**config.mk**
```make
export PLATFORM = sky130hd
export DESIGN_NAME = pc_sequencer
export DESIGN_NICKNAME = d
export VERILOG_FILES = /design/src/rtl/pc_sequencer.sv
export SDC_FILE = /design/constraint.sdc
export NUM_CORES = 1
export LEC_CHECK = 0
export BUFFER_PORTS_ARGS = -buffer_cell sky130_fd_sc_hd__buf_2
export CORE_MARGIN = 2
export CORE_UTILIZATION = 38
export CTS_BUF_LIST = sky130_fd_sc_hd__clkbuf_8
export DETAILED_ROUTE_END_ITERATION = 7
export GPL_ROUTABILITY_DRIVEN = 0
export MAX_ROUTING_LAYER = met4
export PLACE_DENSITY = 0.64
export SYNTH_ARGS = -nofsm -noshare
export SYNTH_HDL_FRONTEND = slang
export SYNTH_SLANG_ARGS = --single-unit
```
**constraint.sdc**
```tcl
create_clock -name Clock -period 3.6 [get_ports Clock]
set_clock_uncertainty 0.2 [all_clocks]
set_input_delay 0.36 -clock Clock [delete_from_list [all_inputs] [get_ports Clock]]
set_output_delay 0.36 -clock Clock [all_outputs]
set_load 0.05 [all_outputs]
```
**src/rtl/pc_sequencer.sv**
```systemverilog
// Instruction-pointer sequencer with a multi-level return-address stack and RUN/FAULT control.
// Optional macro PC_SEQ_TRACE_EN adds oLastFrom, the IP before the most recent taken transfer.
module pc_sequencer #(
    parameter int                 ADDR_W       = 16,
    parameter int                 STACK_DEPTH  = 8,
    parameter logic [ADDR_W-1:0]  RESET_VECTOR = {ADDR_W{1'b0}}
) (
    input  logic                            Clock,
    input  logic                            Reset,
    input  logic                            iStall,
    input  logic                            iBranchTaken,
    input  logic                            iCall,
    input  logic                            iRet,
    input  logic [ADDR_W-1:0]               iTarget,
    input  logic                            iClearFault,
    output logic [ADDR_W-1:0]               oIP,
    output logic [$clog2(STACK_DEPTH):0]    oDepth,
    output logic                            oOverflow,
    output logic                            oUnderflow,
    output logic                            oFault
`ifdef PC_SEQ_TRACE_EN
    ,
    output logic [ADDR_W-1:0]               oLastFrom
`endif
);

    localparam int PTR_W   = $clog2(STACK_DEPTH);
    localparam int DEPTH_W = PTR_W + 1;
    localparam logic [DEPTH_W-1:0] FULL_C     = DEPTH_W'(STACK_DEPTH);
    localparam logic [DEPTH_W-1:0] DEPTH_ONE  = {{(DEPTH_W-1){1'b0}}, 1'b1};
    localparam logic [DEPTH_W-1:0] DEPTH_ZERO = {DEPTH_W{1'b0}};
    localparam logic [ADDR_W-1:0]  IP_ONE     = {{(ADDR_W-1){1'b0}}, 1'b1};

    typedef enum logic [0:0] {
        ST_RUN   = 1'b0,
        ST_FAULT = 1'b1
    } state_t;

    state_t               state_r, state_nxt_s;
    logic [ADDR_W-1:0]    ip_r, ip_nxt_s;
    logic [DEPTH_W-1:0]   depth_r, depth_nxt_s;
    logic                 ovf_r, ovf_nxt_s;
    logic                 unf_r, unf_nxt_s;
    logic                 push_s;
    logic [ADDR_W-1:0]    ret_addr_s;
    logic [DEPTH_W-1:0]   depth_dec_s;
    logic [DEPTH_W-1:0]   depth_inc_s;
    logic [PTR_W-1:0]     pop_idx_s;
    logic [PTR_W-1:0]     push_idx_s;
    logic [ADDR_W-1:0]    stack_r [STACK_DEPTH];

    // Stack pointer arithmetic and the return address a call would push
    always_comb begin
        depth_dec_s = depth_r - DEPTH_ONE;
        depth_inc_s = depth_r + DEPTH_ONE;
        pop_idx_s   = depth_dec_s[PTR_W-1:0];
        push_idx_s  = depth_r[PTR_W-1:0];
        ret_addr_s  = ip_r + IP_ONE;
    end

    // Next-state, next-IP and stack control; priority stall > ret > call > branch > sequential
    always_comb begin
        state_nxt_s = state_r;
        ip_nxt_s    = ip_r;
        depth_nxt_s = depth_r;
        ovf_nxt_s   = 1'b0;
        unf_nxt_s   = 1'b0;
        push_s      = 1'b0;
        case (state_r)
            ST_RUN: begin
                if (iStall) begin
                    ip_nxt_s = ip_r;
                end else if (iRet) begin
                    if (depth_r != DEPTH_ZERO) begin
                        ip_nxt_s    = stack_r[pop_idx_s];
                        depth_nxt_s = depth_dec_s;
                    end else begin
                        unf_nxt_s   = 1'b1;
                        state_nxt_s = ST_FAULT;
                    end
                end else if (iCall) begin
                    if (depth_r != FULL_C) begin
                        push_s      = 1'b1;
                        ip_nxt_s    = iTarget;
                        depth_nxt_s = depth_inc_s;
                    end else begin
                        ovf_nxt_s   = 1'b1;
                        state_nxt_s = ST_FAULT;
                    end
                end else if (iBranchTaken) begin
                    ip_nxt_s = iTarget;
                end else begin
                    ip_nxt_s = ip_r + IP_ONE;
                end
            end
            ST_FAULT: begin
                if (iClearFault) begin
                    state_nxt_s = ST_RUN;
                    ip_nxt_s    = RESET_VECTOR;
                    depth_nxt_s = DEPTH_ZERO;
                end else begin
                    state_nxt_s = ST_FAULT;
                end
            end
            default: begin
                state_nxt_s = ST_RUN;
                ip_nxt_s    = RESET_VECTOR;
                depth_nxt_s = DEPTH_ZERO;
            end
        endcase
    end

    // Control registers: state, IP, depth and the one-cycle fault pulses
    always_ff @(posedge Clock or posedge Reset) begin
        if (Reset) begin
            state_r <= ST_RUN;
            ip_r    <= RESET_VECTOR;
            depth_r <= DEPTH_ZERO;
            ovf_r   <= 1'b0;
            unf_r   <= 1'b0;
        end else begin
            state_r <= state_nxt_s;
            ip_r    <= ip_nxt_s;
            depth_r <= depth_nxt_s;
            ovf_r   <= ovf_nxt_s;
            unf_r   <= unf_nxt_s;
        end
    end

    // Return-address storage; contents are meaningless above depth, so no reset is needed
    always_ff @(posedge Clock) begin
        if (push_s) begin
            stack_r[push_idx_s] <= ret_addr_s;
        end
    end

    assign oIP        = ip_r;
    assign oDepth     = depth_r;
    assign oOverflow  = ovf_r;
    assign oUnderflow = unf_r;
    assign oFault     = (state_r == ST_FAULT);

`ifdef PC_SEQ_TRACE_EN
    logic              xfer_s;
    logic [ADDR_W-1:0] last_from_r;

    // A transfer is taken only when it actually redirects the IP in RUN
    always_comb begin
        if ((state_r == ST_RUN) && !iStall) begin
            if (iRet) begin
                xfer_s = (depth_r != DEPTH_ZERO);
            end else if (iCall) begin
                xfer_s = (depth_r != FULL_C);
            end else begin
                xfer_s = iBranchTaken;
            end
        end else begin
            xfer_s = 1'b0;
        end
    end

    // Source address of the most recent taken transfer
    always_ff @(posedge Clock or posedge Reset) begin
        if (Reset) begin
            last_from_r <= RESET_VECTOR;
        end else if (xfer_s) begin
            last_from_r <= ip_r;
        end else begin
            last_from_r <= last_from_r;
        end
    end

    assign oLastFrom = last_from_r;
`endif

endmodule

```
# [After elaboration in Yosys (flattened, before gate mapping)]
# Memories as Yosys holds them, arrays and structs flattened.
# Index checks and enable logic that the tools add are counted.
[totals] mem_count=1 ff_bits=23 out_inout_bits=23 mem_bits_rw=128 word_cells=55
[op_classes] n_mux=35 n_bitwise=1 eq_ne=7 reduce_logical=3 addsub=3
[memory_table] memory="stack_r" depth=8 word_bits=16 read_ports=1 rd_clocked_by_memory_dff=0 write_ports=1 line="50" rtl="logic [ADDR_W-1:0] stack_r [STACK_DEPTH];"
[op_table] operator="$mux W16" count=7
[op_table] operator="$pmux W16 S2" count=1
[op_table] operator="$mux W4" count=6
[op_table] operator="$mux W1" count=19
[op_table] operator="$add A16 B1 Y16 const B" count=1
[op_table] operator="$ne A3 B3 Y1 const B" count=3
[op_table] operator="$ne A4 B4 Y1 const B" count=2
[op_table] operator="$pmux W4 S2" count=1
[op_table] operator="$reduce_and A5 Y1" count=1
[op_table] operator="$add A4 B1 Y4 const B" count=1
[op_table] operator="$ne A2 B2 Y1 const B" count=2
[op_table] operator="$reduce_and A4 Y1" count=1
[op_table] operator="$reduce_bool A4 Y1" count=1
[op_table] operator="$sub A4 B1 Y4 const B" count=1
[op_table] operator="$pmux W1 S2" count=1
[op_table] operator="$not A1 Y1" count=1

# [Longest topological paths before layout]
[depth] ltp_word=8 ltp_mapped=10

# [Worst setup path after synthesis]
# OpenSTA, ideal clock, no wires.
[synth_path] path_type="reg2reg" from="reg depth_r[0], in the netlist oDepth[0]" to="mem stack_r[1][0] (enable)" arrival_time_ps=2689 setup_slack_ps=301 required_ps=2991 stages_incl_launch_ff=8 setup_time_ps=409 cell_sequence="dfrtp_1 -> buf_6 -> inv_2 -> ha_1 -> and3_4 -> nor2_1 -> nand2_1 -> nor3_1"
[synth_between] elab_chain_cells=8
[synth_rtl] item="start: declaration" line="41" rtl="logic [DEPTH_W-1:0] depth_r, depth_nxt_s;"
[synth_rtl] item="start signal: assignment" line="124" rtl="depth_r <= depth_nxt_s;"
[synth_rtl] item="$ne A4 B4 Y1" line="82" rtl="if (depth_r != FULL_C) begin"
[synth_rtl] item="$mux W1" line="82"
[synth_rtl] item="$mux W1" line="81" rtl="end else if (iCall) begin"
[synth_rtl] item="$mux W1" line="73" rtl="end else if (iRet) begin"
[synth_rtl] item="$mux W1" line="71" rtl="if (iStall) begin"
[synth_rtl] item="$mux W1" line="69" rtl="case (state_r)"
[synth_rtl] item="$mux W1" line="132" rtl="if (push_s) begin"
[synth_rtl] item="$mux W1 (implied by the code)" line="133" rtl="stack_r[push_idx_s] <= ret_addr_s;"
[synth_rtl] item="end: declaration" line="50"
# Several ways; a longest one is shown, not always the timed one.

# [Worst setup path after layout]
[layout_path] from="reg depth_r[1], in the netlist oDepth[1]" to="mem stack_r[3][12] (enable)"
# The elaborated chain is that of the path after synthesis.

==> results.md <==
- Status: finished, final reports clean
- Port Buffer Count: 45
- Crit-path cells: inv_1 -> ha_1 -> and3_4 -> nor2_1 -> nand2_1 -> nor2_1 -> buf_12
- Vias in the first global route: 3817
- Pwr dens: 849 mW/mm2
- Commonest cells after routing, fill and taps aside: 128 x edfxtp_1, 45 x buf_2, 32 x mux4_2
- Max_cap viols: 0
- Relative slew slack: 0.365
- DR vias: 3816
- Initial Util: 0.384
- Worst-Skew Late Latency: 0.45 ns
- Mean routed wirelength per cell: 21.4 um
- Ratio of cells with drive above 1 in the final layout: 0.294
- Most common cell after layout, fill and taps aside: edfxtp_1
- Crit Path Max Fanout: 11
- CTS max path bufs: 2
- Commonest register cell after synthesis: edfxtp_1
- CTS tree: yes
- Worst-Margin Slew: 0.951 ns
- Postcts setup bufs: 0
- Post-Synth Adder-Cell Area: 0.00764
- Post-synthesis mux area share: 0.113
- Synth top area share: 0.586
- Die height: 135 um
- Yosys cell types: 55
- Delay-heaviest family, CP: simple AND/OR/NAND/NOR gates
- Worst Path Arrival: 2.65 ns
- Hold WC Path Type: primary input to register
- Initial antenna violation count: 0
- Die ar.: 0.0183 mm2
- Core area: 0.0171 mm2
- Fmax: 371 MHz
- Crit path buf inv count: 2
- CP required: 3.56 ns
- Synth Instances: 404
- Worst path most repeated cell: nor2_1
- Worst path slowest cell: nor2_1
- Final number of setup-violating endpoints: 0
- Pleak: 2.58 nW
- Aggregate routed wire length: 14900 um
- I/O pin count: 46
- Die X-Extent: 135 um
- Unrepaired setup endpoints after global routing: no
- Hold Fails Final Rpt: 0
- Sequential share of the synthesized area: 0.674
- H-tree depth: 4
- Drt drc: 0
- XOR/XNOR Fraction of Synth Area: 0.0227
- Synth area leader: edfxtp_1
- Largest cells by area after synthesis: edfxtp_1 59%, mux4_2 11%, dfrtp_1 8.8%
- Synth warn: 0
- Setup TNS: 0 ns
- Synth Area in Simple Gates: 0.0828
- Compound-cell area share of the yosys netlist: 0.0720
- CP Class: register to register
- Clock tree sinks: 151
- VDD IR-drop max: 563 uV
- Clock buffer count from CTS: 17
- Syn_nets: 431
- Synth-to-layout area growth: 14.7%
- Ant diodes: 0
- Post-synthesis register bit count: 151
- Minimum clock period: 2.69 ns
- Rows: 48
- Mapped cell area: 0.00656 mm2
- Final period util: 0.748
- DRT Pass-1 Iters: 5
- Gr usage total: 0.181
- Post-DRT Antenna Nets: 0
- Drt via density: 5.47
- Setup crit end kind: register
- Combinational family with the most area after synthesis: multiplexers
- Fin util: 0.441
- Iter 0 DRT Violations: 479
- Crit start category: register
- DP HPWL: 9450 um
- Nets@finish: 487
- Fin. max-slew vios: 0
- Slowest stage delay, CP: 0.64 ns
- Syn Area/Cell: 16.2 um2
- FFs w/ async S/R, synth: 0.152
- Grt ovf: 0
- CTS clock-pin slew for the worst setup and hold paths: 0.08 ns
- WHS: 0.0529 ns
- Root Driver: clkbuf_8
- Global-route wire length before repair: 23200 um
- Largest net degree at the start of global routing: 37
- Post-synth EDFFs: 128
==> tightest hold or removal path: cells and delay by family <==
| kind | cells | cell delay (ns) |
|---|---|---|
| buf+inv | 1 | 0.13 |
| simple gates | 2 | 0.16 |
==> power by group <==
group / switching [W] / internal (W) / total, W
registers: 0.000262 / 0.00232 / 0.00258
clock network: 0.000619 / 0.000837 / 0.00146
logic: 0.00150 / 0.000850 / 0.00235
total: 0.00238 / 0.00401 / 0.00639
==> state kept, by name, indices dropped and copies added, names as in the netlist <==
name,cells
oDepth,4
oFault,1
oIP,16
oOverflow,1
oUnderflow,1
stack_r,128
==> what timing repair did <==
action | in CTS | in global routing
setup endpoints to repair | 0 | 0
resized for setup | 0 | 0
hold buffers | 3 | 0
hold endpoints to repair | 25 | 0
==> final cells by class <==
| class | instances | area (um2) |
|---|---|---|
| Fill cell | 1515 | 9540 |
| Sequential cell | 151 | 4420 |
| Multi-Input combinational cell | 222 | 1960 |
| Timing Repair Buffer | 59 | 363 |
| Tap cell | 225 | 282 |
| Clock buffer | 18 | 248 |
| Clock inverter | 14 | 208 |
| Inverter | 9 | 33.8 |
==> synth_stat cells, types with 5 or more instances <==
cell type  number
dfrtp_1        23
mux4_2         32
buf_2          10
nand2_1        26
nor2_1         29
o21ai_0        12
edfxtp_1      128
inv_1           7
a21oi_1        10
xnor2_1        10
buf_6           5
a22o_1          7
nand3_1         9
o22ai_1         9
nor3_1         10
xor2_1          7
==> per-layer routing <==
layer	up-vias	track usage	share of wire
met4	0	0.0625	0.012
met2	137	0.281	0.50
met1	1959	0.240	0.43
met5	-	-	0
met3	12	0.0385	0.060
li1	1708	-	-
==> final timing paths <==
kind	startpoint	end	slack, ns	depth (start not counted)
max	oDepth[1]	stack_r[3][12]	0.91	7
max reg2reg	oDepth[1]	stack_r[3][12]	0.91	7
min reg2reg	oIP[15]	oIP[15]	0.40	1
max in group asynchronous	Reset	oDepth[0]	2.09	3
min in group asynchronous	Reset	oIP[9]	0.47	3
min	iCall	oOverflow	0.05	3
==> stage by stage <==
step	setup slack (ns)	instance area, um2	total power [W]	cells
2_1_floorplan	0.301	6560	0.00436	404
3_3_place_gp	0.974	7030	0.00494	663
3_5_place_dp	0.875	7030	0.00498	663
4_1_cts	0.898	7520	0.00644	698
5_1_grt	0.761	7520	0.00671	698
6_report	0.908	7520	0.00639	698
==> cell families (layout without fill, tap and decap cells) <==
logic type | after synthesis | after routing
compound gates | 64 | 64
flops | 151 | 151
simple gates | 103 | 103
xor+xnor | 17 | 17
mux | 34 | 34
buf+inv | 31 | 100
fa+ha+maj | 4 | 4
(Power assumes the default switching activity.)
